**config.mk**
```make
export PLATFORM = sky130hd
export DESIGN_NAME = i2s_tx_master
export DESIGN_NICKNAME = d
export VERILOG_FILES = /design/src/rtl/i2s_pkg.sv /design/src/rtl/i2s_sample_fifo.sv /design/src/rtl/i2s_tx_master.sv
export SDC_FILE = /design/constraint.sdc
export NUM_CORES = 1
export LEC_CHECK = 0
export ABC_AREA = 1
export CAP_MARGIN = 25
export CORE_MARGIN = 2
export CORE_UTILIZATION = 50
export CTS_BUF_LIST = sky130_fd_sc_hd__clkbuf_4 sky130_fd_sc_hd__clkbuf_8
export DETAILED_ROUTE_END_ITERATION = 16
export GPL_TIMING_DRIVEN = 0
export PLACE_DENSITY = 0.77
export SYNTH_ARGS = -nofsm -noshare
export SYNTH_HDL_FRONTEND = slang
export SYNTH_HIERARCHICAL = 1
export SYNTH_SLANG_ARGS = --single-unit
```
**constraint.sdc**
```tcl
create_clock -name sclk -period 3.1 [get_ports sclk]
set_input_delay 0.31 -clock sclk [delete_from_list [all_inputs] [get_ports sclk]]
set_output_delay 0.31 -clock sclk [all_outputs]
set_load 0.005 [all_outputs]
```
**src/rtl/i2s_pkg.sv**
```systemverilog
// rtl/i2s_pkg.sv - shared constants, state encoding and word-select helper for the I2S transmitter
package i2s_pkg;

    localparam int MODE_I2S = 0;
    localparam int MODE_LJ  = 1;

    typedef enum logic {
        ST_IDLE = 1'b0,
        ST_RUN  = 1'b1
    } i2s_state_e;

    // I2S raises word select one bit clock ahead of the right-channel data
    function automatic logic lrclk_level(input int p, input int word, input int mode);
        if (mode == MODE_LJ) begin
            return p >= word;
        end
        return (p >= word - 1) && (p <= 2 * word - 2);
    endfunction

endpackage

```
**src/rtl/i2s_sample_fifo.sv**
```systemverilog
// rtl/i2s_sample_fifo.sv - synchronous stereo sample FIFO with full/empty flags and occupancy
module i2s_sample_fifo #(
    parameter int WIDTH = 32,
    parameter int DEPTH = 2,
    localparam int CW   = $clog2(DEPTH + 1)
) (
    input  logic             clk_i,
    input  logic             rst_i,
    input  logic             push_i,
    input  logic [WIDTH-1:0] wr_data_i,
    input  logic             pop_i,
    output logic [WIDTH-1:0] rd_data_o,
    output logic             full_o,
    output logic             empty_o,
    output logic [CW-1:0]    count_o
);

    localparam int AW = (DEPTH > 1) ? $clog2(DEPTH) : 1;

    logic [WIDTH-1:0] mem_q [DEPTH];
    logic [AW-1:0]    wr_ptr_q;
    logic [AW-1:0]    rd_ptr_q;
    logic [CW-1:0]    count_q;
    logic             do_push;
    logic             do_pop;

    assign full_o    = (count_q == CW'(DEPTH));
    assign empty_o   = (count_q == '0);
    assign do_push   = push_i && !full_o;
    assign do_pop    = pop_i && !empty_o;
    assign rd_data_o = mem_q[rd_ptr_q];
    assign count_o   = count_q;

    always_ff @(posedge clk_i) begin
        if (rst_i) begin
            wr_ptr_q <= '0;
            rd_ptr_q <= '0;
            count_q  <= '0;
        end else begin
            if (do_push) wr_ptr_q <= wr_ptr_q + AW'(1);
            if (do_pop)  rd_ptr_q <= rd_ptr_q + AW'(1);
            count_q <= count_q + CW'(do_push) - CW'(do_pop);
        end
    end

    always_ff @(posedge clk_i) begin
        if (do_push) mem_q[wr_ptr_q] <= wr_data_i;
    end

endmodule

```
**src/rtl/i2s_tx_master.sv**
```systemverilog
// rtl/i2s_tx_master.sv - I2S / left-justified transmit master with divided bit clock and sample FIFO
module i2s_tx_master
    import i2s_pkg::*;
#(
    parameter int BITSIZE = 16,
    parameter int WORD    = 32,
    parameter int CLKDIV  = 4,
    parameter int MODE    = 0,
    parameter int DEPTH   = 2
) (
    input  logic               sclk,
    input  logic               rst,
    input  logic               enable,
    input  logic               in_valid,
    output logic               in_ready,
    input  logic [BITSIZE-1:0] left_chan,
    input  logic [BITSIZE-1:0] right_chan,
    output logic               bclk,
    output logic               lrclk,
    output logic               sdata,
    output logic               underrun
);

    localparam int SRW = 2 * WORD;
    localparam int PW  = $clog2(SRW);
    localparam int DW  = (CLKDIV > 1) ? $clog2(CLKDIV) : 1;
    localparam int CW  = $clog2(DEPTH + 1);

    i2s_state_e     state_q, state_d;
    logic [DW-1:0]  div_q, div_d;
    logic [PW-1:0]  p_q, p_d;
    logic [SRW-1:0] sr_q, sr_d;
    logic           bclk_q, bclk_d;
    logic           lrclk_q, lrclk_d;
    logic           sdata_q, sdata_d;
    logic           underrun_q, underrun_d;
    logic           in_ready_q, in_ready_d;
    logic           first_q, first_d;

    logic                   push;
    logic                   pop;
    logic [2*BITSIZE-1:0]   fifo_rd_data;
    logic                   fifo_full;
    logic                   fifo_empty;
    logic [CW-1:0]          fifo_count;
    logic [SRW-1:0]         load_word;

    assign push = in_valid && in_ready_q;

    i2s_sample_fifo #(
        .WIDTH (2 * BITSIZE),
        .DEPTH (DEPTH)
    ) u_fifo (
        .clk_i     (sclk),
        .rst_i     (rst),
        .push_i    (push),
        .wr_data_i ({left_chan, right_chan}),
        .pop_i     (pop),
        .rd_data_o (fifo_rd_data),
        .full_o    (fifo_full),
        .empty_o   (fifo_empty),
        .count_o   (fifo_count)
    );

    // Each channel is MSB-aligned in its slot and zero padded below
    assign load_word = (SRW'(fifo_rd_data[2*BITSIZE-1:BITSIZE]) << (SRW - BITSIZE))
                     | (SRW'(fifo_rd_data[BITSIZE-1:0]) << (WORD - BITSIZE));

    assign in_ready_d = fifo_full ? pop
                                  : !((fifo_count == CW'(DEPTH - 1)) && push && !pop);

    always_comb begin
        state_d    = state_q;
        div_d      = div_q;
        p_d        = p_q;
        sr_d       = sr_q;
        bclk_d     = bclk_q;
        lrclk_d    = lrclk_q;
        sdata_d    = sdata_q;
        first_d    = first_q;
        underrun_d = 1'b0;
        pop        = 1'b0;
        case (state_q)
            ST_IDLE: begin
                div_d   = '0;
                p_d     = '0;
                sr_d    = '0;
                bclk_d  = 1'b0;
                lrclk_d = 1'b0;
                sdata_d = 1'b0;
                if (enable) begin
                    state_d = ST_RUN;
                    first_d = 1'b1;
                end
            end
            ST_RUN: begin
                if (div_q != DW'(CLKDIV - 1)) begin
                    div_d = div_q + DW'(1);
                end else begin
                    div_d  = '0;
                    bclk_d = !bclk_q;
                    if (bclk_q) begin
                        if (first_q || p_q == PW'(SRW - 1)) begin
                            if (!enable) begin
                                state_d = ST_IDLE;
                                lrclk_d = 1'b0;
                                sdata_d = 1'b0;
                            end else begin
                                first_d    = 1'b0;
                                p_d        = '0;
                                pop        = !fifo_empty;
                                underrun_d = fifo_empty;
                                sr_d       = fifo_empty ? '0 : load_word;
                            end
                        end else begin
                            p_d  = p_q + PW'(1);
                            sr_d = sr_q << 1;
                        end
                        // I2S drives the bit that was at the head before this shift
                        if (state_d == ST_RUN) begin
                            lrclk_d = lrclk_level(int'(p_d), WORD, MODE);
                            sdata_d = (MODE == MODE_LJ) ? sr_d[SRW-1] : sr_q[SRW-1];
                        end
                    end
                end
            end
            default: state_d = ST_IDLE;
        endcase
    end

    always_ff @(posedge sclk) begin
        if (rst) begin
            state_q    <= ST_IDLE;
            div_q      <= '0;
            p_q        <= '0;
            sr_q       <= '0;
            bclk_q     <= 1'b0;
            lrclk_q    <= 1'b0;
            sdata_q    <= 1'b0;
            underrun_q <= 1'b0;
            in_ready_q <= 1'b0;
            first_q    <= 1'b0;
        end else begin
            state_q    <= state_d;
            div_q      <= div_d;
            p_q        <= p_d;
            sr_q       <= sr_d;
            bclk_q     <= bclk_d;
            lrclk_q    <= lrclk_d;
            sdata_q    <= sdata_d;
            underrun_q <= underrun_d;
            in_ready_q <= in_ready_d;
            first_q    <= first_d;
        end
    end

    assign bclk     = bclk_q;
    assign lrclk    = lrclk_q;
    assign sdata    = sdata_q;
    assign underrun = underrun_q;
    assign in_ready = in_ready_q;

endmodule

```
Word-level counts from Yosys, hierarchy flattened --
Memories as Yosys holds them, arrays and structs flattened. A register that Yosys moved wholly into a read port is not among the register bits. Index checks and enable logic that the tools add are counted.
Storage, ports and cells: memory bits (writable) 64, bits in latches 0, memories kept 1, memory bits (read-only) 0, bits in registers 83, output and inout port bits 5
Memories:
- u_fifo.mem_q | depth 2, width 32, rd ports 1, clocked after Yosys merged registers in 1, write ports 1, RTL line i2s_sample_fifo.sv:20 | logic [WIDTH-1:0] mem_q [DEPTH];
Cells by class: multiplexer cells 52, div/mod/pow operators 0, reduce and logical (&&, ||, !) cells 18, magnitude comparators 2, bitwise logic cells 5, multipliers 0, shifts and indexed selects 0, eq/ne operators 12, add/sub/neg operators 6
Operators by type and width (count):
- 64-bit 2-to-1 mux | 5
- 64-bit one-hot mux with 2 select lines | 1
- 64-bit by 32-bit OR with 64-bit output | 1
- 6-bit 2-to-1 mux | 7
- 1-bit 2-to-1 mux | 31
- 6-bit one-hot mux with 2 select lines | 1
- 1-bit one-hot mux with 2 select lines | 5
- 2-bit inequality test, second input constant | 4
- 6-bit by 1-bit adder with 6-bit output, second input constant | 1
- 6-bit == test, second input constant | 1
- 6-bit by 5-bit >= comparator with 1-bit output, second input constant | 1
- 6-bit <= comparator, second input constant | 1
- 1-bit logical AND | 6
- 6-bit OR reduction | 1
- 1-bit logical NOT | 5
- 5-bit AND reduction | 1
- 2-bit by 1-bit inequality test with 1-bit output, second input constant | 2
- 1-bit inverter | 4
- 2-bit one-hot mux with 2 select lines | 1
- 4-bit AND reduction | 1
- 3-bit by 1-bit inequality test with 1-bit output, second input constant | 1
- 3-bit by 2-bit inequality test with 1-bit output, second input constant | 1
- 3-bit inequality test, second input constant | 1
- 3-bit AND reduction | 1
- 10 further kinds | 11

Depth between registers and ports, before layout --
depth in word-level cells 12, mapped depth 16

Hierarchy --
Netlist, hierarchy kept.
By module, submodules not included:
- i2s_tx_master | instances 1, area each 2860.2 µm², sequential area each 1261.2 µm², cells each 394
- i2s_sample_fifo | instances 1, area each 2717.6 µm², sequential area each 2021.9 µm², cells each 139

Worst setup path before layout --
Ideal clock, no wire load.
kind reg2reg, start point register u_fifo.count_q[0], in the netlist u_fifo/count_o[0], end point memory u_fifo.mem_q[0][0] (enable), required time 2.679 ns, slack 0.741 ns, period minus slack after synthesis 2.359 ns, arrival 1.938 ns, path buffers 0, stages on the path, launching flop included 5, path through dfxtp_1 > inv_1 > nand2_1 > nand2_1 > nor2_1
On the way: cells in the longest elaborated chain, start to end 5
RTL lines:
- start: declaration | RTL line i2s_sample_fifo.sv:23 | logic [CW-1:0] count_q;
- start signal: assignment | RTL line i2s_sample_fifo.sv:42 | count_q <= count_q + CW'(do_push) - CW'(do_pop);
- 2-bit == test | RTL line i2s_sample_fifo.sv:27 | assign full_o = (count_q == CW'(DEPTH));
- 1-bit logical NOT | RTL line i2s_sample_fifo.sv:29 | assign do_push = push_i && !full_o;
- 1-bit logical AND | RTL line i2s_sample_fifo.sv:29
- 1-bit 2-to-1 mux | RTL line i2s_sample_fifo.sv:47 | if (do_push) mem_q[wr_ptr_q] <= wr_data_i;
- 1-bit 2-to-1 mux (not written as such) | RTL line i2s_sample_fifo.sv:47
- end: declaration | RTL line i2s_sample_fifo.sv:20
No other way between the ends.

Worst setup path after layout --
start point register p_q[0], end point register u_fifo.count_q[1], in the netlist u_fifo/count_o[1]
On the way: cells in the longest elaborated chain, start to end 8
RTL lines:
- start: declaration | RTL line i2s_tx_master.sv:31 | logic [PW-1:0] p_q, p_d;
- start signal: assignment | RTL line i2s_tx_master.sv:146 | p_q <= p_d;
- 6-bit == test | RTL line i2s_tx_master.sv:103 | if (first_q || p_q == PW'(SRW - 1)) begin
- 1-bit logical OR | RTL line i2s_tx_master.sv:103
- 1-bit 2-to-1 mux | RTL line i2s_tx_master.sv:103
- 1-bit 2-to-1 mux | RTL line i2s_tx_master.sv:102 | if (bclk_q) begin
- 1-bit 2-to-1 mux | RTL line i2s_tx_master.sv:97 | if (div_q != DW'(CLKDIV - 1)) begin
- 1-bit 2-to-1 mux | RTL line i2s_tx_master.sv:83 | case (state_q)
- net pop | RTL line i2s_tx_master.sv:41 | logic pop;
- 1-bit logical AND | RTL line i2s_sample_fifo.sv:30 | assign do_pop = pop_i && !empty_o;
- net u_fifo.do_pop | RTL line i2s_sample_fifo.sv:25 | logic do_pop;
- 2-bit by 1-bit subtractor with 2-bit output | RTL line i2s_sample_fifo.sv:42
The timed path passes the listed nets, and every way through them passes these cells. A chain may end at the register's enable or synchronous reset.

==> results.txt <==
antenna violations before repair: 0
Max-slew headroom: 60.2%
Setup violations, final: 0
Num CTS Buffers: 17
core area: 10,800 sq um
Peak VDD IR: 0.334 mV
first-pass GRT wire length: 18.1 mm
Mapped Cells: 533
Synth Area in Simple Gates: 14.9%
Top Ports: 41
Final Non-Filler Cells: 747
asr flop ratio synth: 0%
DR vias: 3,981
CP Max Fanout: 10
setup ws final: 371 ps
Worst-Skew Late Latency: 440 ps
Worst EP arrival: 3060 ps
dpl hpwl: 7.55 mm
DRT iter0 DRCs: 305
Hold Path Origin: div_q[0]
ratio of final minimum period to clock period: 88.0%
max-cap viol count: 0
Netlist Area Pre-Place: 5580 sq um
Die H: 110 um
Buf+Inv Stages, Crit Path: 3
First-pass DRT Iterations: 5
final hold viol count: 0
Post-synth EDFFs: 64
synth cell count leaders: 165 x nand2_1, 68 x dfxtp_1, 64 x edfxtp_1
setup slack, reg-to-reg: 370 ps
clock-pin slew on the worst setup and hold paths: 80 ps
post-synthesis mux area share: 8.48%
post-synth top area share: 34.5%
Worst path max stage delay: 400 ps
skew final: 8.08 ps
DRT antenna net count: 0
Pleak: 2.34 nW
Cell Rows: 38
Port-buffer cells: 40
Worst setup EP type: register
Hold EP: div_q[0]
overall die area: 12,000 sq um
final WL: 10.9 mm
Die Width: 110 um
Setup Fix Bufs, Post-CTS: 0
area grow syn2layout: 18.9%
nets@finish: 634
Slowest-stage cell, CP: dfxtp_1
startpoint types: register
syn avg cell area: 10.5 sq um
worst-case clock buffer depth: 2
Top delay family on crit path: simple AND/OR/NAND/NOR gates
hold buffers post-CTS: 0
top cells by area, synth: edfxtp_1 34%, dfxtp_1 24%, nand2_1 11%
HP Class: reg2reg
worst slew pin tran: 597 ps
largest family of logic cells by synthesized area: simple AND/OR/NAND/NOR gates
Synth Area in Compound Gates: 11.2%
Seq/Total Area, Yosys: 58.9%
H-Tree Depth: 4
Setup CP Type: reg2reg
Place WS: 423 ps
CP cell instances: ha_1 > nand3_1 > o21bai_4 > buf_4 > nand2_1 > nor3_2 > inv_1 > nor2_1 > ha_1 > inv_1 > ha_1 > nand2_1 > a21oi_1 > nor2_1
n_diodes: 0
Yosys cell types: 35
DR DRC count: 0
Mapped Nets: 573
XOR/XNOR Fraction of Synth Area: 0.314%
Slew Viols, Final: 0
gr usage total: 20.0%
R2R cell count: 14
RSZ-0062 raised after global routing: false
synthesized flop and latch total: 132
top_reg_cell synth: dfxtp_1
total gr overflow: 0
drt wl/cell: 14.6 um
Max Clock Freq: 366 MHz
Via-to-Cell Ratio: 5.33
YS warnings: 6
Initial Util: 51.5%
critical path data required time: 3430 ps
CTS resizes: 0
worst r2r src: p_q[0]
CTS Sinks: 132
Tmin final: 2730 ps
Placed Cells: 715
ratio of cells with drive above 1 in the final layout: 15.5%
Synth Area in Adders: 0.897%
status: complete, no violations
hold path depth: 1
Yosys top cell by area: edfxtp_1
clk root buf: clkbuf_8
cell mode on critical path: ha_1
capture point of the worst reg-to-reg path: u_fifo/count_o[1]
PwrDens: 553 nW/um^2
via count of the first global-routing pass: 3,977
cell with the most instances after synthesis: nand2_1
Final Wtd Congestion: 0.815
largest net degree at the start of global routing: 30
CTS tree: done
cells by family after synthesis:
logic type,count (synthesis)
buffers and inverters,55
DFF,132
xor gates and xnor gates,2
muxes,32
and+or+nand+nor,208
AOI/OAI and AO/OA,100
adders and majority gates,4
report_power, final:
part / leakage [nW] / internal, W / switching (W)
registers: 1.14 / 0.00187 / 0.0000146
clock network: 0.208 / 0.000825 / 0.000677
logic: 0.995 / 0.000117 / 0.000164
total: 2.34 / 0.00281 / 0.000855
worst max path at each step:
stage | cells past startpoint | end | start | slack, ps
floorplan | 4 | u_fifo/mem_q[0][0] | u_fifo/count_o[0] | 740
global placement | 5 | u_fifo/mem_q[0][16] | in_valid | -380
detailed placement | 14 | u_fifo/count_o[1] | p_q[0] | 420
CTS | 14 | u_fifo/count_o[1] | p_q[0] | 390
global route | 16 | u_fifo/count_o[1] | p_q[0] | 130
finish | 14 | u_fifo/count_o[1] | p_q[0] | 370
metrics by stage:
stage	util (%)	hold WS [ps]	cell area, sq um	TNS, ps	total power, W
2_1_floorplan	-	381	5580	0	0.00209
3_3_place_gp	56.8	416	6150	-11900	0.00218
3_5_place_dp	57.3	441	6210	0	0.00220
4_1_cts	61.2	424	6630	0	0.00370
5_1_grt	61.2	440	6630	0	0.00381
6_report	61.2	445	6630	0	0.00367
worst register-to-register path: stages, from the launching register on:
cell and delay (ps):
dfxtp_1 400, ha_1 240, nand3_1 170, o21bai_4 280, buf_4 240, nand2_1 100
nor3_2 180, inv_1 90, nor2_1 180, ha_1 260, inv_1 60, ha_1 150
nand2_1 80, a21oi_1 150, nor2_1 60
flip-flops by register name, summed over array words and instances (netlist names), named ones only:
name / cells
u_fifo/mem_q: 64
sr_q: 48
p_q: 6
div_q: 2
u_fifo/count_o: 2
bclk: 1
first_q: 1
in_ready: 1
lrclk: 1
sdata: 1
state_q: 1
u_fifo/rd_ptr_q: 1
u_fifo/wr_ptr_q: 1
underrun: 1
final cells by class:
class / instances / area (sq um)
Buffer: 29 / 204
Tap cell: 140 / 175
Fill cell: 850 / 4210
Multi-Input combinational cell: 346 / 2000
Clock buffer: 18 / 248
Timing Repair Buffer: 42 / 448
Clock inverter: 14 / 175
Inverter: 26 / 97.6
Sequential cell: 132 / 3280
metal layers:
layer  global-route usage (%)  vias up  share of wire (%)
met3                     5.63       30                4.4
met2                     35.7      125                 53
met4                     8.95        0                2.6
met5                        0        -                  0
li1                         -     1952                  -
met1                     22.1     1874                 40
cell usage in the layout (no fill, tap or decap), types with 3 or more instances in the layout:
cell,Yosys,final
nand3_1,14,14
clkbuf_1,10,10
a21oi_1,50,50
bufinv_16,0,3
buf_2,10,10
clkdlybuf4s50_1,0,40
edfxtp_1,64,64
buf_6,4,4
o21ai_0,10,10
nor2_1,19,18
dfxtp_1,68,68
ha_1,4,4
inv_1,25,25
inv_6,0,4
buf_12,3,4
clkinv_4,0,3
o211ai_1,31,31
mux2_4,30,30
nand2_1,165,165
clkbuf_8,0,18
Note: power is estimated with default switching activity, not from simulation.
==> RTL edit (same flow settings) <==
Take the reset off `sr_q` and load it in a clocked block of its own.
--- a/src/rtl/i2s_tx_master.sv
+++ b/src/rtl/i2s_tx_master.sv
@@ -134,5 +134,4 @@
             div_q      <= '0;
             p_q        <= '0;
-            sr_q       <= '0;
             bclk_q     <= 1'b0;
             lrclk_q    <= 1'b0;
@@ -145,5 +144,4 @@
             div_q      <= div_d;
             p_q        <= p_d;
-            sr_q       <= sr_d;
             bclk_q     <= bclk_d;
             lrclk_q    <= lrclk_d;
@@ -153,4 +151,8 @@
             first_q    <= first_d;
         end
+    end
+
+    always_ff @(posedge sclk) begin
+        sr_q <= sr_d;
     end
 
Function: no difference found for any inputs over 4 cycles, from zero or initial values and one cycle with rst high; that may be too few to reach the edited logic, so the function may still have changed.
==> RTL edit against the unedited design <==
  * Critical path depth is 3 higher
  * Total power increased by 3.2%
  * Sequential cell count unchanged
  * Worst setup slack better by 0.25 ns
  * Synthesized area up 2.0%
  * Sequential share of layout area is 6.1 points higher
  * Global-route usage fell by 3.4 points
  * Design area is 2.2% higher
  * Routed wire length is 13% lower
  * Critical path type unchanged
  * Largest power group unchanged
==> RTL edit: results (changes against the unedited design) <==
Vias in the first global route = 3594 (-9.6%)
Worst EP arrival = 2.81 ns (-0.25 ns)
Peak per-stage delay on the critical path = 0.41 ns
Final HPWL DP = 6.51 mm (-14%)
Via density = 5.13 (-3.7%)
Commonest cells in the netlist = edfxtp_1 (112), inv_1 (80), nand2_1 (45), nand3_1 (41), nor2_1 (37)
Number of synthesized flops with an enable pin = 112 (+75%)
CTS buffer count = 17 (unchanged)
Net count after synthesis = 499 (-13%)
CTS root buffer = clkbuf_8
Initial DRC Count = 179 (-41%)
GPL Wtd Cong = 0.773 (-5.2%)
Worst skew pair latency = 0.44 ns (about the same)
Worst vdd ir = 0.000402 V (+20%)
Pre-antenna DRT Iters = 4 (-1)
GRT Overall Usage = 16.7% (-3.4 points)
Synth area leaders = edfxtp_1 (59%), mux2_4 (7.9%), dfxtp_1 (7.0%)
Drt total wl = 9.47 mm (-13%)
Largest net degree at the start of global routing = 33 (+10%)
GR Overflow Total = 0 (unchanged)
Slew headroom = 44.2% (-16 points)
Share of layout cells above drive strength 1 = 18.7% (+3.2 points)
Clk_skew = 0.0114 ns (+0.00336 ns)
P_leak = 2.66 nW (+14%)
Sequential element share of the synthesized area = 66.1% (+7.3 points)
Crit-path max FO = 9 (-1)
Fin nets = 562 (-11%)
Outcome = completed
Global-route wire length before repair = 16.3 mm (-10%)
Unique masters post-synth = 34 (-2.9%)
DP Area = 0.00638 mm^2 (+2.8%)
## RTL edit: cell types whose count changed in the layout (fill, tap and decap cells not counted), moves of 9 or more
| cell | unedited run | this run |
|---|---|---|
| o21ai_1 | 0 | 11 |
| a21oi_1 | 50 | 4 |
| nor2_1 | 18 | 36 |
| o21ai_0 | 10 | 23 |
| o211ai_1 | 31 | 0 |
| dfxtp_1 | 68 | 20 |
| nand2_1 | 165 | 45 |
| clkbuf_1 | 10 | 1 |
| edfxtp_1 | 64 | 112 |
| nand3_1 | 14 | 41 |
| inv_1 | 25 | 80 |
## RTL edit: per-stage QoR
| stage | setup WS [ns] | instances |
|---|---|---|
| final | 0.623 | 675 |
| after global routing | 0.336 | 675 |
| after CTS | 0.603 | 675 |
| after detailed placement | 0.460 | 643 |
| after global placement | -0.419 | 639 |
| after floorplan | 0.506 | 459 |
## RTL edit: worst reg2reg max path, cell delays in order (launching register included)
cell and delay, ns:
dfxtp_1 0.41, ha_1 0.25, nand2_1 0.08, nor2_2 0.11, nand2_2 0.08, nand2_4 0.14, nand2_1 0.10, nor3_2 0.19
inv_1 0.07, nor2_1 0.17, ha_1 0.25, inv_1 0.06, ha_1 0.16, inv_1 0.04, nand2_1 0.07, nand3_1 0.08
nand2_1 0.07, nor2_1 0.04
## RTL edit: layout make-up
class,instances,area [um^2]
timing repair buffer,44,495
inverter,80,300
sequential,132,3760
buffer,18,170
clock inverter,12,138
tap,140,175
fill,828,4210
clock buffer,20,256
multi-input combinational,229,1480
## RTL edit: cell families after synthesis
group,after synthesis,share of synthesized area [%]
AND/OR/NAND/NOR,144,11.7
flip-flops,132,66.1
buffers and inverters,98,8.27
AO/OA/AOI/OAI,48,4.57
multiplexers,32,8.31
adder cells (fa/ha/maj),4,0.880
XOR/XNOR,1,0.154
## RTL edit: path summary, 6_finish.rpt
path                                from           endpoint  slack, ns  depth (start not counted)
worst min-delay path            div_q[0]           div_q[0]       0.44                          1
worst max register to register    p_q[0]  u_fifo/count_o[1]       0.62                         17
worst min register to register  div_q[0]           div_q[0]       0.44                          1
worst max-delay path              p_q[0]  u_fifo/count_o[1]       0.62                         17
## RTL edit: routing by layer
layer	up-vias	global-route usage (%)	share of wire, %
met3	18	4.70	5.0
met5	-	0	0
met1	1670	19.9	42
li1	1690	-	-
met4	0	8.00	1.6
met2	87	27.9	51
## RTL edit: power by group
group          internal, mW  switching, mW
registers              2.04         0.0323
clock network         0.809          0.618
logic                 0.130          0.156
